File: config.mk
export PLATFORM = sky130hd
export DESIGN_NAME = laser_scheduler
export DESIGN_NICKNAME = d
export VERILOG_FILES = /design/src/rtl/laser_scheduler.sv
export SDC_FILE = /design/constraint.sdc
export NUM_CORES = 1
export LEC_CHECK = 0
export CAP_MARGIN = 20
export CORE_AREA = 3 3 99 101
export DETAILED_ROUTE_END_ITERATION = 8
export DIE_AREA = 0 0 102 104
export PLACE_DENSITY = 0.71
export SETUP_SLACK_MARGIN = 0.4
export SYNTH_ARGS = -nofsm -noshare
export SYNTH_HDL_FRONTEND = slang
export SYNTH_SLANG_ARGS = --single-unit
File: constraint.sdc
create_clock -name clk -period 1.5 [get_ports clk]
set_input_delay 0.225 -clock clk [delete_from_list [all_inputs] [get_ports clk]]
set_output_delay 0.225 -clock clk [all_outputs]
set_load 0.01 [all_outputs]
File: src/rtl/laser_scheduler.sv
// Per-frame round of tower laser grants in index order; muxes the granted laser onto the
// VGA write port and ORs kill reports. Optional grant watchdog: define LASER_SCHED_WDOG_EN.
module laser_scheduler #(
  parameter int unsigned N_LASERS = 4,
  parameter int unsigned TIMEOUT  = 4096
) (
  input  logic                  clk,
  input  logic                  resetn,
  input  logic                  frame_tick,
  input  logic [N_LASERS-1:0]   tower_placed,
  input  logic [N_LASERS-1:0]   laser_done,
  input  logic [N_LASERS-1:0]   laser_we,
  input  logic [15*N_LASERS-1:0] laser_coords,
  input  logic [9*N_LASERS-1:0] laser_colour,
  input  logic [4*N_LASERS-1:0] laser_destroyed,
  output logic [N_LASERS-1:0]   enable_draw,
  output logic                  vga_WriteEn,
  output logic [14:0]           vga_coords,
  output logic [8:0]            vga_colour,
  output logic [3:0]            destroyed_cars,
  output logic                  busy,
  output logic                  cycle_done,
  output logic                  timeout_err
);

  localparam int unsigned SEL_W  = (N_LASERS > 1) ? $clog2(N_LASERS) : 1;
  localparam int unsigned PTR_W  = $clog2(N_LASERS + 1);
  localparam int unsigned XY_W   = 15;
  localparam int unsigned COL_W  = 9;
  localparam int unsigned KILL_W = 4;

  if (N_LASERS < 1 || N_LASERS > 8 || TIMEOUT < 2) begin : g_param_check
    $error("laser_scheduler: unsupported N_LASERS or TIMEOUT");
  end

  typedef enum logic [1:0] {IDLE, SCAN, WAIT, DONE} state_t;

  state_t              state;
  state_t              next_state;
  logic [N_LASERS-1:0] mask;
  logic [PTR_W-1:0]    ptr;
  logic [SEL_W-1:0]    sel;
  logic                pending;

  logic                found_c;
  logic [SEL_W-1:0]    found_idx_c;
  logic [N_LASERS-1:0] grant_vec_c;
  logic                sel_done_c;
  logic                sel_we_c;
  logic [XY_W-1:0]     sel_coords_c;
  logic [COL_W-1:0]    sel_colour_c;
  logic [KILL_W-1:0]   sel_kill_c;
  logic                start_c;
  logic                grant_c;
  logic                finish_c;
  logic                release_c;
  logic                wdog_expire_c;

  // Lowest placed laser at or above ptr
  always_comb begin
    found_c     = 1'b0;
    found_idx_c = '0;
    grant_vec_c = '0;
    for (int i = 0; i < int'(N_LASERS); i++) begin
      if (!found_c && mask[i] && (32'(i) >= 32'(ptr))) begin
        found_c        = 1'b1;
        found_idx_c    = SEL_W'(i);
        grant_vec_c[i] = 1'b1;
      end
    end
  end

  // Mux of the currently selected laser's signals
  always_comb begin
    sel_done_c   = 1'b0;
    sel_we_c     = 1'b0;
    sel_coords_c = '0;
    sel_colour_c = '0;
    sel_kill_c   = '0;
    for (int i = 0; i < int'(N_LASERS); i++) begin
      if (SEL_W'(i) == sel) begin
        sel_done_c   = laser_done[i];
        sel_we_c     = laser_we[i];
        sel_coords_c = laser_coords[XY_W*i +: XY_W];
        sel_colour_c = laser_colour[COL_W*i +: COL_W];
        sel_kill_c   = laser_destroyed[KILL_W*i +: KILL_W];
      end
    end
  end

  always_ff @(posedge clk) begin
    if (resetn) state <= IDLE;
    else        state <= next_state;
  end

  always_comb begin
    next_state = state;
    start_c    = 1'b0;
    grant_c    = 1'b0;
    finish_c   = 1'b0;
    release_c  = 1'b0;
    case (state)
      IDLE: begin
        if (frame_tick || pending) begin
          start_c    = 1'b1;
          next_state = SCAN;
        end
      end
      SCAN: begin
        if (found_c) begin
          grant_c    = 1'b1;
          next_state = WAIT;
        end else begin
          next_state = DONE;
        end
      end
      WAIT: begin
        if (sel_done_c) begin
          finish_c   = 1'b1;
          release_c  = 1'b1;
          next_state = SCAN;
        end else if (wdog_expire_c) begin
          release_c  = 1'b1;
          next_state = SCAN;
        end
      end
      DONE:    next_state = IDLE;
      default: next_state = IDLE;
    endcase
  end

  always_ff @(posedge clk) begin
    if (resetn) begin
      mask           <= '0;
      ptr            <= '0;
      sel            <= '0;
      pending        <= 1'b0;
      enable_draw    <= '0;
      vga_WriteEn    <= 1'b0;
      vga_coords     <= '0;
      vga_colour     <= '0;
      destroyed_cars <= '0;
      busy           <= 1'b0;
      cycle_done     <= 1'b0;
    end else begin
      // One-deep memory of a tick that arrives while a round is in progress
      if (start_c)                         pending <= 1'b0;
      else if (frame_tick && state != IDLE) pending <= 1'b1;

      if (start_c) begin
        mask           <= tower_placed;
        ptr            <= '0;
        destroyed_cars <= '0;
        busy           <= 1'b1;
      end

      if (grant_c) begin
        sel         <= found_idx_c;
        enable_draw <= grant_vec_c;
      end

      if (state == WAIT) begin
        vga_WriteEn <= sel_we_c;
        vga_coords  <= sel_coords_c;
        vga_colour  <= sel_colour_c;
      end else begin
        vga_WriteEn <= 1'b0;
      end

      if (release_c) begin
        enable_draw <= '0;
        ptr         <= PTR_W'(sel) + PTR_W'(1);
      end
      if (finish_c) destroyed_cars <= destroyed_cars | sel_kill_c;

      if (state == DONE) busy <= 1'b0;
      cycle_done <= (next_state == DONE);
    end
  end

`ifdef LASER_SCHED_WDOG_EN
  localparam int unsigned CNT_W = $clog2(TIMEOUT);

  logic [CNT_W-1:0] wdog_cnt;

  assign wdog_expire_c = (state == WAIT) && !sel_done_c && (wdog_cnt == CNT_W'(TIMEOUT - 1));

  // Per-grant cycle counter; a stuck laser is skipped and flagged
  always_ff @(posedge clk) begin
    if (resetn) begin
      wdog_cnt    <= '0;
      timeout_err <= 1'b0;
    end else begin
      if (grant_c)             wdog_cnt <= '0;
      else if (state == WAIT)  wdog_cnt <= wdog_cnt + CNT_W'(1);
      if (wdog_expire_c)       timeout_err <= 1'b1;
    end
  end
`else
  assign wdog_expire_c = 1'b0;
  assign timeout_err   = 1'b0;
`endif

endmodule

---- Word level (Yosys, flattened, before mapping) ----
Index checks and enable logic that the tools add are counted.
cells by class
  add/subtract/negate cells ............... 1
  magnitude comparators ................... 4
  eq/ne operators ......................... 7
  mux-type cells .......................... 44
  bitwise logic cells ..................... 2
  reduce and logical (&&, ||, !) cells .... 20
operator list
  cell                 count
  $mux 15              4
  $mux 9               4
  $mux 4               6
  $mux 1               23
  $logic_and 1x1->1    8
  $mux 2               4
  $pmux 2 s4           1
  $reduce_or 2->1      4
  $eq 2x2->1 const B   3
  $ge 1x3->1 const A   2
  $ge 2x3->1 const A   2
  $mux 3               2
  $eq 2x2->1 const A   2
  $logic_not 2->1      2
  $or 4x4->4           1
  $reduce_bool 2->1    2
  $add 2x1->3 const B  1
  $logic_not 1->1      3
  $eq 1x2->1 const A   1
  $eq 2x1->1 const B   1
  $logic_or 1x1->1     1
  $not 1->1            1
word-level totals
  register bits ........................... 47
  input bits .............................. 127
  output and inout port bits .............. 36

---- Logic depth before layout (Yosys ltp) ----
Gate-level depths: netlist of run 1.
  depth in word-level cells ............... 18
  mapped depth ............................ 8
  depth with buffers taken out ............ 6

---- Worst setup path before layout of run 1 ----
Ideal clock, no wire load.
  kind .................................... register -> register
  from .................................... register sel[0]
  to ...................................... register vga_colour[6]
  setup time .............................. 0.139 ns
  arrival time ............................ 1.451 ns
  data required time ...................... 1.361 ns
  path slack .............................. -0.090 ns
  stages on the path, launching flop included .. 9
  path buffers ............................ 2
  clock period less this slack ............ 1.590 ns
  cell sequence ........................... dfxtp_1 inv_1 ha_1 nor2b_2 buf_4 buf_6 a221oi_2 o31a_1 nor3_2
between the ends
  word-level cells in the longest chain between the ends .. 5
RTL lines
  what                    RTL line  text
  start, declared         42        logic [SEL_W-1:0] sel;
  start signal, assigned  158       sel <= found_idx_c;
  $logic_not 2->1         81        if (SEL_W'(i) == sel) begin
  $mux 9 (3 in a row)     81
  $mux 9 (*)              81
  end signal, assigned    165       vga_colour <= sel_colour_c;
  end, declared           19        output logic [8:0] vga_colour,
Mark *: on every way between the ends. The rest lies on a longest branch, timed or not.
A chain may end at the register's enable or synchronous reset.

---- Worst setup path after layout of run 1 ----
  from .................................... register sel[0]
  to ...................................... register vga_colour[4]
The elaborated chain is that of the path after synthesis.

==> flow_metrics.tcl, run 1 <==
set metrics [dict create \
    critPathLaunch "sel[0]" \
    drc 0 \
    setup_viol 38 \
    yosys.cell_count.top_type "dfxtp_1" \
    whs_endpoint "pending" \
    path_class "reg2reg" \
    placed_area_sq_um 4720 \
    antenna_found_initial 0 \
    instances_no_fill 640 \
    dpl.cell_count 606 \
    fin_util_pct 57.9 \
    ys_top_cells_by_count "dfxtp_1, a21oi_1, nor2_1, nor2b_1, o31a_1" \
    clock_latency_ns 0.30 \
    dieHeight_microns 104 \
    rows 35 \
    grt_pass1_vias 3495 \
    ir_drop_uv 556 \
    hold_viol 0 \
    ys_warn_count 0 \
    yosysTopAreaCellShare_pct 32.7 \
    root_buffer "clkbuf_8" \
    avgSynthCellArea_sq_um 8.34 \
    max-slew-margin-rel_pct 61.0 \
    nets 659 \
    timing.rr.end "vga_colour[4]" \
    synth_edf_count 0 \
    netlist_instances 345 \
    setup-tns-final_ns -5.67 \
    coreArea_sq_um 9110 \
    antenna_cells 0 \
    worstHoldPathCells 3 \
    end_kind "flip-flop" \
    cts_tree "built" \
    htreeDepth 2 \
    hold_ws_ns 0.404 \
    post-route-period-util_pct 118 \
    worstMarginPinSlew_ns 0.585 \
    track_usage_pct 20.1 \
    clk_pin_slew_worst_paths_ns 0.09 \
    ys_seq_area_share_pct 32.7 \
    period_minus_slack_ns 1.77 \
    drv_slew 0 \
    first_pass_iters 4 \
    wl_per_cell_microns 17.6 \
    finClkSkew_ns 0.00821 \
    async_reset_ff_share_pct 0 \
    violations "negative setup slack" \
    ys_types 46 \
    power_mw 4.58 \
    run_status "finished with violations" \
    ctsHoldBuffers 0 \
    ant_nets 0 \
    synth_area_leaders "dfxtp_1, o31a_1, a21oi_1, nor2b_1, a221oi_2" \
    overflow 0 \
    fmax_ghz 0.566 \
    die_w_microns 102 \
    ys_seq_elements 47 \
    crit_arrival_ns 1.93 \
    rsz0062_at_grt "true" \
    final_area_sq_um 5280 \
    critPathMaxFanout 5 \
    ios 163 \
    viasPerCell 5.30 \
    place_congestion 0.830 \
    layout-drive-gt1-share_pct 35.5 \
    worstPathRequired_ns 1.66 \
    dr_total_vias 3391 \
    grt_pass1_wl_microns 17200 \
    place.port_buffers 161 \
    dieArea_sq_um 10600 \
    ys.flop_type "dfxtp_1" \
    critPathLaunchType "flip-flop" \
    syn_area_sq_um 2880 \
    dp_hpwl_microns 7860 \
    totalWireLength_microns 11200 \
    start_util_pct 31.6 \
    r2r_start "sel[0]" \
    detail_route.iter0.violations 132 \
    pre_cts_ws_ns -0.244 \
    min_from "frame_tick" \
    r2r_cells 9 \
    cts_num_sinks 47 \
    cts_inserted_buffers 5 \
    cap_viol_max_count 0 \
    grt_max_degree 30 \
    worst_slack_ns -0.267 \
    area_delta_synth_final_pct 83.3 \
    hold_path_class "in2reg" \
    powerDensity_nw_per_um2 869 \
    leakage_nw 1.99 \
    syn_nets 476 \
    cts_max_path_buffers 2 \
    yosysTopAreaCell "dfxtp_1" \
    r2r_slack_ns -0.27 \
]
[area by class of cell]
cell class,count,area [sq um]
Fill cell,830,3830
Multi-Input combinational cell,262,2060
Timing Repair Buffer,208,1960
Sequential cell,47,990
Tap cell,111,139
Clock buffer,6,82.6
Inverter,4,22.5
Clock inverter,2,16.3
[per-layer routing]
| metal | GRT usage, % | vias to the layer above | share of wire (%) |
|---|---|---|---|
| met5 | 0 | - | 0 |
| li1 | - | 1648 | - |
| met2 | 34.6 | 119 | 54 |
| met3 | 3.96 | 21 | 6.2 |
| met4 | 7.03 | 0 | 2.1 |
| met1 | 24.4 | 1603 | 38 |
[state kept, by name (all words and copies together), names as in the netlist]
register        count
vga_coords         15
vga_colour          9
destroyed_cars      4
enable_draw         4
mask                4
ptr                 3
sel                 2
state               2
busy                1
cycle_done          1
pending             1
vga_WriteEn         1
[worst max path at each step]
| stage | end | depth (start not counted) |
|---|---|---|
| finish | vga_colour[4] | 9 |
| global route | vga_colour[4] | 9 |
| CTS | destroyed_cars[0] | 7 |
| detailed placement | destroyed_cars[0] | 6 |
| global placement | destroyed_cars[2] | 6 |
| floorplan | enable_draw[0] | 6 |
[power breakdown]
group,switching [mW],leakage (nW),internal [mW]
Combinational,0.992,1.54,1.26
Sequential,0.105,0.398,1.41
Clock,0.449,0.0474,0.377
[critical path, stage by stage (launching register included)]
cell      delay (ns)
dfxtp_4         0.42
inv_6           0.06
ha_4            0.16
nor2b_4         0.14
buf_6           0.12
buf_12          0.13
buf_4           0.13
a221oi_2        0.24
o31a_1          0.19
nor3_1          0.06
[cells by family after synthesis]
| logic type | synth area share [%] |
|---|---|
| adders and majority gates | 1.74 |
| muxes | 0.348 |
| and+or+nand+nor | 25.5 |
| AOI/OAI and AO/OA | 33.3 |
| DFF | 32.7 |
| buffers and inverters | 6.35 |
| other | 0.130 |
[what timing repair did]
item | 4_1_cts | 5_1_grt
cloned | 4 | 0
setup endpoints to repair | 80 | 70
gates resized for setup | 164 | 63
pin swaps | 30 | 24
setup buffers | 10 | 12
[layout by cell type (no fill, tap or decap), types with 5 or more instances in the layout]
master,n
clkdlybuf4s50_1,124
a21oi_1,42
buf_2,34
nor2_1,33
nor2b_1,30
buf_4,29
dfxtp_2,27
o31a_1,25
dfxtp_1,16
a221oi_2,15
nor3_2,14
nand2_1,14
nor3_1,13
buf_6,9
a221oi_4,6
clkbuf_8,6
buf_12,6
a221o_1,5
nand3_1,5
Note: power is estimated with default switching activity, not from simulation.
==> inputs of run 2 (changes only) <==
--- a/config.mk
+++ b/config.mk
@@ -9,6 +9,7 @@
 export CORE_AREA = 3 3 99 101
 export DETAILED_ROUTE_END_ITERATION = 8
 export DIE_AREA = 0 0 102 104
+export GPL_TIMING_DRIVEN = 1
 export PLACE_DENSITY = 0.71
 export SETUP_SLACK_MARGIN = 0.4
 export SYNTH_ARGS = -nofsm -noshare
==> results of run 2 <==
No change in the layout: final DEF, timing and power equal those of run 1.
